$ cat config.mk
export PLATFORM = sky130hd
export DESIGN_NAME = core_dg_dec
export DESIGN_NICKNAME = d
export VERILOG_FILES = /design/src/rtl/core_dg_dec.sv
export SDC_FILE = /design/constraint.sdc
export NUM_CORES = 1
export LEC_CHECK = 0
export ABC_AREA = 1
export CORE_MARGIN = 1
export CORE_UTILIZATION = 51
export DETAILED_ROUTE_END_ITERATION = 10
export GPL_ROUTABILITY_DRIVEN = 1
export GPL_TIMING_DRIVEN = 1
export PLACE_DENSITY_LB_ADDON = 0.25
export SLEW_MARGIN = 20
export SYNTH_ARGS = -nofsm -noshare
export SYNTH_HDL_FRONTEND = slang
export SYNTH_SLANG_ARGS = --single-unit
$ cat constraint.sdc
create_clock -name clk -period 1.85 [get_ports clk]
set_input_delay 0.2775 -clock clk [delete_from_list [all_inputs] [get_ports clk]]
set_output_delay 0.2775 -clock clk [all_outputs]
set_load 0.01 [all_outputs]
$ cat src/rtl/core_dg_dec.sv
// ---------------------------------------------------------------------------
// core_dg_dec
//   Two-stage single-error-correcting decoder for the 11-bit parity code that
//   the upstream encoder produces.
//   S1 holds the accepted codeword. S2 holds the decoded byte, the corrected
//   flag and the raw syndrome. A saturating counter tallies the corrected
//   words that leave the block.
//
//   Parity bits are c4, c5 and c7. Data bits are c[3:0], c6, c8, c9 and c10.
//   The syndrome {s2,s1,s0} names the flipped bit as S+3. Bits c[3:0] are not
//   covered by any parity bit, so errors in them cannot be seen.
//
// Ports
//   clk            in   single clock, rising edge
//   reset_n        in   asynchronous active-low reset
//   in_valid       in   codeword present on in_code
//   in_code[10:0]  in   encoded word
//   in_ready       out  block accepts in_code this cycle
//   out_valid      out  decoded result present
//   out_ready      in   downstream accepts the result
//   out_data[7:0]  out  corrected data byte
//   out_corrected  out  a single-bit flip was corrected in this word
//   out_syndrome   out  raw syndrome {s2,s1,s0} before correction
//   cnt_clr        in   synchronous clear of corr_count (wins over increment)
//   corr_count     out  saturating count of corrected words transferred out
// ---------------------------------------------------------------------------
module core_dg_dec #(
    parameter int CNT_W = 16
) (
    input  logic             clk,
    input  logic             reset_n,
    input  logic             in_valid,
    input  logic [10:0]      in_code,
    output logic             in_ready,
    output logic             out_valid,
    input  logic             out_ready,
    output logic [7:0]       out_data,
    output logic             out_corrected,
    output logic [2:0]       out_syndrome,
    input  logic             cnt_clr,
    output logic [CNT_W-1:0] corr_count
);

    localparam logic [CNT_W-1:0] CNT_MAX = {CNT_W{1'b1}};
    localparam logic [CNT_W-1:0] CNT_ONE = {{(CNT_W-1){1'b0}}, 1'b1};

    // Returns {corrected, syndrome[2:0], data[7:0]}.
    // Only the four data bits that a parity bit covers can be the target of
    // a correction. For that reason each of those four bits is flipped
    // directly on a match, and a full corrected codeword is never built.
    function automatic logic [11:0] decode(input logic [10:0] c);
        logic [2:0] s;
        logic [7:0] d;
        s[0]   = c[4] ^ c[6] ^ c[8] ^ c[10];
        s[1]   = c[5] ^ c[6] ^ c[9] ^ c[10];
        s[2]   = c[7] ^ c[8] ^ c[9] ^ c[10];
        d[3:0] = c[3:0];
        d[4]   = c[6]  ^ (s == 3'd3);
        d[5]   = c[8]  ^ (s == 3'd5);
        d[6]   = c[9]  ^ (s == 3'd6);
        d[7]   = c[10] ^ (s == 3'd7);
        return {(s != 3'd0), s, d};
    endfunction

    logic             s1_valid_q, s1_valid_d;
    logic [10:0]      s1_code_q,  s1_code_d;
    logic             s2_valid_q, s2_valid_d;
    logic [7:0]       s2_data_q,  s2_data_d;
    logic             s2_corr_q,  s2_corr_d;
    logic [2:0]       s2_syn_q,   s2_syn_d;
    logic [CNT_W-1:0] cnt_q,      cnt_d;

    logic             s2_adv;
    logic             in_xfer;
    logic             out_xfer;
    logic [11:0]      dec_s1;

    // S2 frees up when it is empty or its word leaves this cycle. S1 moves
    // into S2 on the same condition, so S1 can also take a new word then.
    assign s2_adv   = !s2_valid_q || out_ready;
    assign in_ready = !s1_valid_q || s2_adv;
    assign in_xfer  = in_valid && in_ready;
    assign out_xfer = s2_valid_q && out_ready;
    assign dec_s1   = decode(s1_code_q);

    always_comb begin
        s1_valid_d = s1_valid_q;
        s1_code_d  = s1_code_q;
        s2_valid_d = s2_valid_q;
        s2_data_d  = s2_data_q;
        s2_corr_d  = s2_corr_q;
        s2_syn_d   = s2_syn_q;
        cnt_d      = cnt_q;

        if (in_ready) begin
            s1_valid_d = in_valid;
        end
        if (in_xfer) begin
            s1_code_d = in_code;
        end

        // Data registers load only when a real word moves in. A bubble that
        // moves in leaves the old values on the outputs.
        if (s2_adv) begin
            s2_valid_d = s1_valid_q;
            if (s1_valid_q) begin
                {s2_corr_d, s2_syn_d, s2_data_d} = dec_s1;
            end
        end

        if (cnt_clr) begin
            cnt_d = '0;
        end else if (out_xfer && s2_corr_q && (cnt_q != CNT_MAX)) begin
            cnt_d = cnt_q + CNT_ONE;
        end
    end

    // ---- S1: accepted codeword ----
    always_ff @(posedge clk or negedge reset_n) begin
        if (!reset_n) begin
            s1_valid_q <= 1'b0;
        end else begin
            s1_valid_q <= s1_valid_d;
        end
    end

    // The codeword is never read while s1_valid_q is low, so it needs no reset.
    always_ff @(posedge clk) begin
        s1_code_q <= s1_code_d;
    end

    // ---- S2: decoded result and correction counter ----
    always_ff @(posedge clk or negedge reset_n) begin
        if (!reset_n) begin
            s2_valid_q <= 1'b0;
            s2_data_q  <= 8'h00;
            s2_corr_q  <= 1'b0;
            s2_syn_q   <= 3'd0;
            cnt_q      <= '0;
        end else begin
            s2_valid_q <= s2_valid_d;
            s2_data_q  <= s2_data_d;
            s2_corr_q  <= s2_corr_d;
            s2_syn_q   <= s2_syn_d;
            cnt_q      <= cnt_d;
        end
    end

    assign out_valid     = s2_valid_q;
    assign out_data      = s2_data_q;
    assign out_corrected = s2_corr_q;
    assign out_syndrome  = s2_syn_q;
    assign corr_count    = cnt_q;

endmodule

==> impl_results.md <==
* Placeable core region at 4060 um^2
* Setup TNS at 0 ns
* DRT iter0 DRCs at 133
* Global route total overflow at 0
* Layout fillers at 326
* I/O pin count at 46
* Max incr delay on CP at between 0.5 and 0.6 ns
* CTS tree: yes
* Reg2reg setup slack at approximately 0.15 ns
* Mean number of vias per cell at 5.13
* Count of pins over their slew limit at 0
* Maxcap violations at 0
* Post-route cell area at roughly 2800 um^2
* PwrDens at 849 nW/um^2
* CP Data Required Time at between 1.5 and 2 ns
* Commonest cells after routing, fill and taps aside: nand2_1, clkdlybuf4s50_1, dfrtp_1
* Starting Density at 54.2%
* Syn_nets at between 200 and 300
* Vias in the first global route at 1672
* Hold Buf Count CTS at 0
* Slowest-stage cell, CP: clkdlybuf4s50_1
* Crit path max fanout at 3
* Achievable clock frequency at ~0.57 GHz
* Post-synthesis cell type count at 26
* Worst slew pin tran at approximately 0.52 ns
* Skew-Pair Late Insertion Delay at 0.30 ns
* FF+latch count, synth at 41
* Avg Cell Area, Syn at 8.15 um^2
* Num CTS Buffers at 5
* Detailed Route WL at 4.73 mm
* Most used cell, CP: clkdlybuf4s50_1
* Mapped Area at 2200 um^2
* Clock skew at 0.0125 ns
* Initial antenna violation count at 0
* First-pass detailed-route iteration total at 4
* Peak VDD IR at 0.599 mV
* Hold crit path type: in2async
* Largest net degree at the start of global routing at 31
* Drt wl/cell at about 13 um
* Vias at ~1900
* Clk buf depth at 2
* Post-CTS setup buffer count at 0
* CP Capture Type: primary output
* Row cnt at 23
* Final Hold Vio Count at 0
* I/O Buffers at 45
* DRC viols at 0
* Antenna Nets Post-Route at 0
* Cell Area, Placed at 2720 um^2
* Status: finished, final reports clean
* Full die area at 4580 um^2
* Final WS setup at 0.0814 ns
* Yosys warnings at 0
* Crit-path cells: clkdlybuf4s50_1, inv_1, nand3_1, clkdlybuf4s50_1
* Diode count at 0
* Die Y at 67.7 um
* Nets at 341
* First-pass GRT wire length at 7.45 mm
* Commonest non-fill, non-tap cell in the layout: nand2_1
* Post-DP HPWL at 3.59 mm
* Final period util at 95.6%
* Syn Inst Count at 270
* P&R area growth vs syn at 28.6%
* Total power at 2.40 mW
* Worst hold slack at about 0.37 ns
* Final Core Density at roughly 70%
* Number of H-tree levels at 2
* Routability Congestion at 0.855
* CP arrival at approximately 1.5 ns
* Slew HR at around two thirds
* RSZ-0062 raised after global routing: no
* Worst setup SP type: input port
* Total track usage at 22.3%
* # resized after CTS at 0
* Post-Place Cells at ~370
* Crit path time final at 1.77 ns
* CTS root buffer: clkbuf_8
* Static leakage at 1.28 nW
* # setup viols final at 0
* Clock-pin slew on the worst setup and hold paths at 0.08 ns
* Crit path kind: in2out
* Post-Place Setup Slack at just under 0.1 ns
* Share of cells above drive strength 1 at 9.54%
* Chip Width at 67.7 um
* Sequential area share after synthesis at roughly half
* Final instance count without filler cells at 375
* CTS sink count at 41
[power breakdown]
part	internal, mW	total (mW)	leakage (nW)	switching [mW]
registers	1.04	1.12	0.496	0.0760
clock network	0.401	0.708	0.0552	0.308
logic	0.276	0.573	0.732	0.297
total	1.72	2.40	1.28	0.681
[worst max-delay path, delay by kind of cell]
kind | cells | cell delay [ns]
buf+inv | 3 | 1.08
simple gates | 1 | 0.13
[cells in the mapped netlist]
cell type,n,share of area (%)
buf_6,1,0.51
xnor2_1,1,0.40
nor3_1,9,2.0
nand4_1,5,1.4
o21ai_1,5,1.1
xor2_1,9,3.6
a21oi_1,3,0.68
clkinv_4,1,0.40
o21ai_2,10,4.0
nand2_4,2,1.0
buf_2,2,0.46
ha_1,1,0.57
clkbuf_1,1,0.17
o21ai_0,3,0.68
edfxtp_1,11,15
nand2_1,86,15
inv_1,29,4.9
nand3_2,2,0.91
o21bai_1,1,0.34
buf_12,1,0.91
nor3_4,1,0.74
a31o_2,1,0.40
clkinv_1,3,0.51
nand3_1,26,5.9
dfrtp_1,30,34
nor2_1,26,4.4
[path summary, 6_finish.rpt]
path,start,endpoint,cells after the start
hold / removal,reset_n,out_valid,2
hold reg to reg,s1_code_q[1],out_data[1],2
setup reg to reg,corr_count[1],corr_count[4],9
min in group clk,s1_code_q[1],out_data[1],2
setup / recovery,out_ready,in_ready,4
max in group asynchronous,reset_n,corr_count[10],2
[registers in the layout, indices dropped and copies added (netlist names)]
register       cells
out_corrected      1
corr_count        16
s1_valid_q         1
s1_code_q         11
out_data           8
out_valid          1
out_syndrome       3
[per-layer routing]
metal / vias to the layer above / wire length [um] / share of wire [%] / global-route usage, %
li1: 974 / - / - / -
met1: 890 / 2280 / 48 / 31.2
met2: 54 / 2170 / 46 / 33.3
met3: 7 / 199 / 4.2 / 5.91
met4: 0 / 71 / 1.5 / 7.18
met5: - / 0 / 0 / 0
[area by class of cell]
type | count | area (um^2) | area share [%]
clock buffer | 6 | 72.6 | 2.57
clock inverter | 2 | 35.0 | 1.24
inverter | 33 | 129 | 4.56
multi-input combinational | 191 | 945 | 33.4
sequential | 41 | 1080 | 38.2
tap | 50 | 62.6 | 2.21
timing repair buffer | 52 | 503 | 17.8
[cell families (layout without fill, tap and decap cells)]
family / Yosys count / count (layout) / synth area share [%]
AND/OR/NAND/NOR: 157 / 157 / 31.2
flip-flops: 41 / 41 / 49.1
buffers and inverters: 38 / 93 / 7.91
AO/OA/AOI/OAI: 23 / 23 / 7.22
XOR/XNOR: 10 / 10 / 3.98
adder cells (fa/ha/maj): 1 / 1 / 0.569
Note: power is estimated with default switching activity, not from simulation.
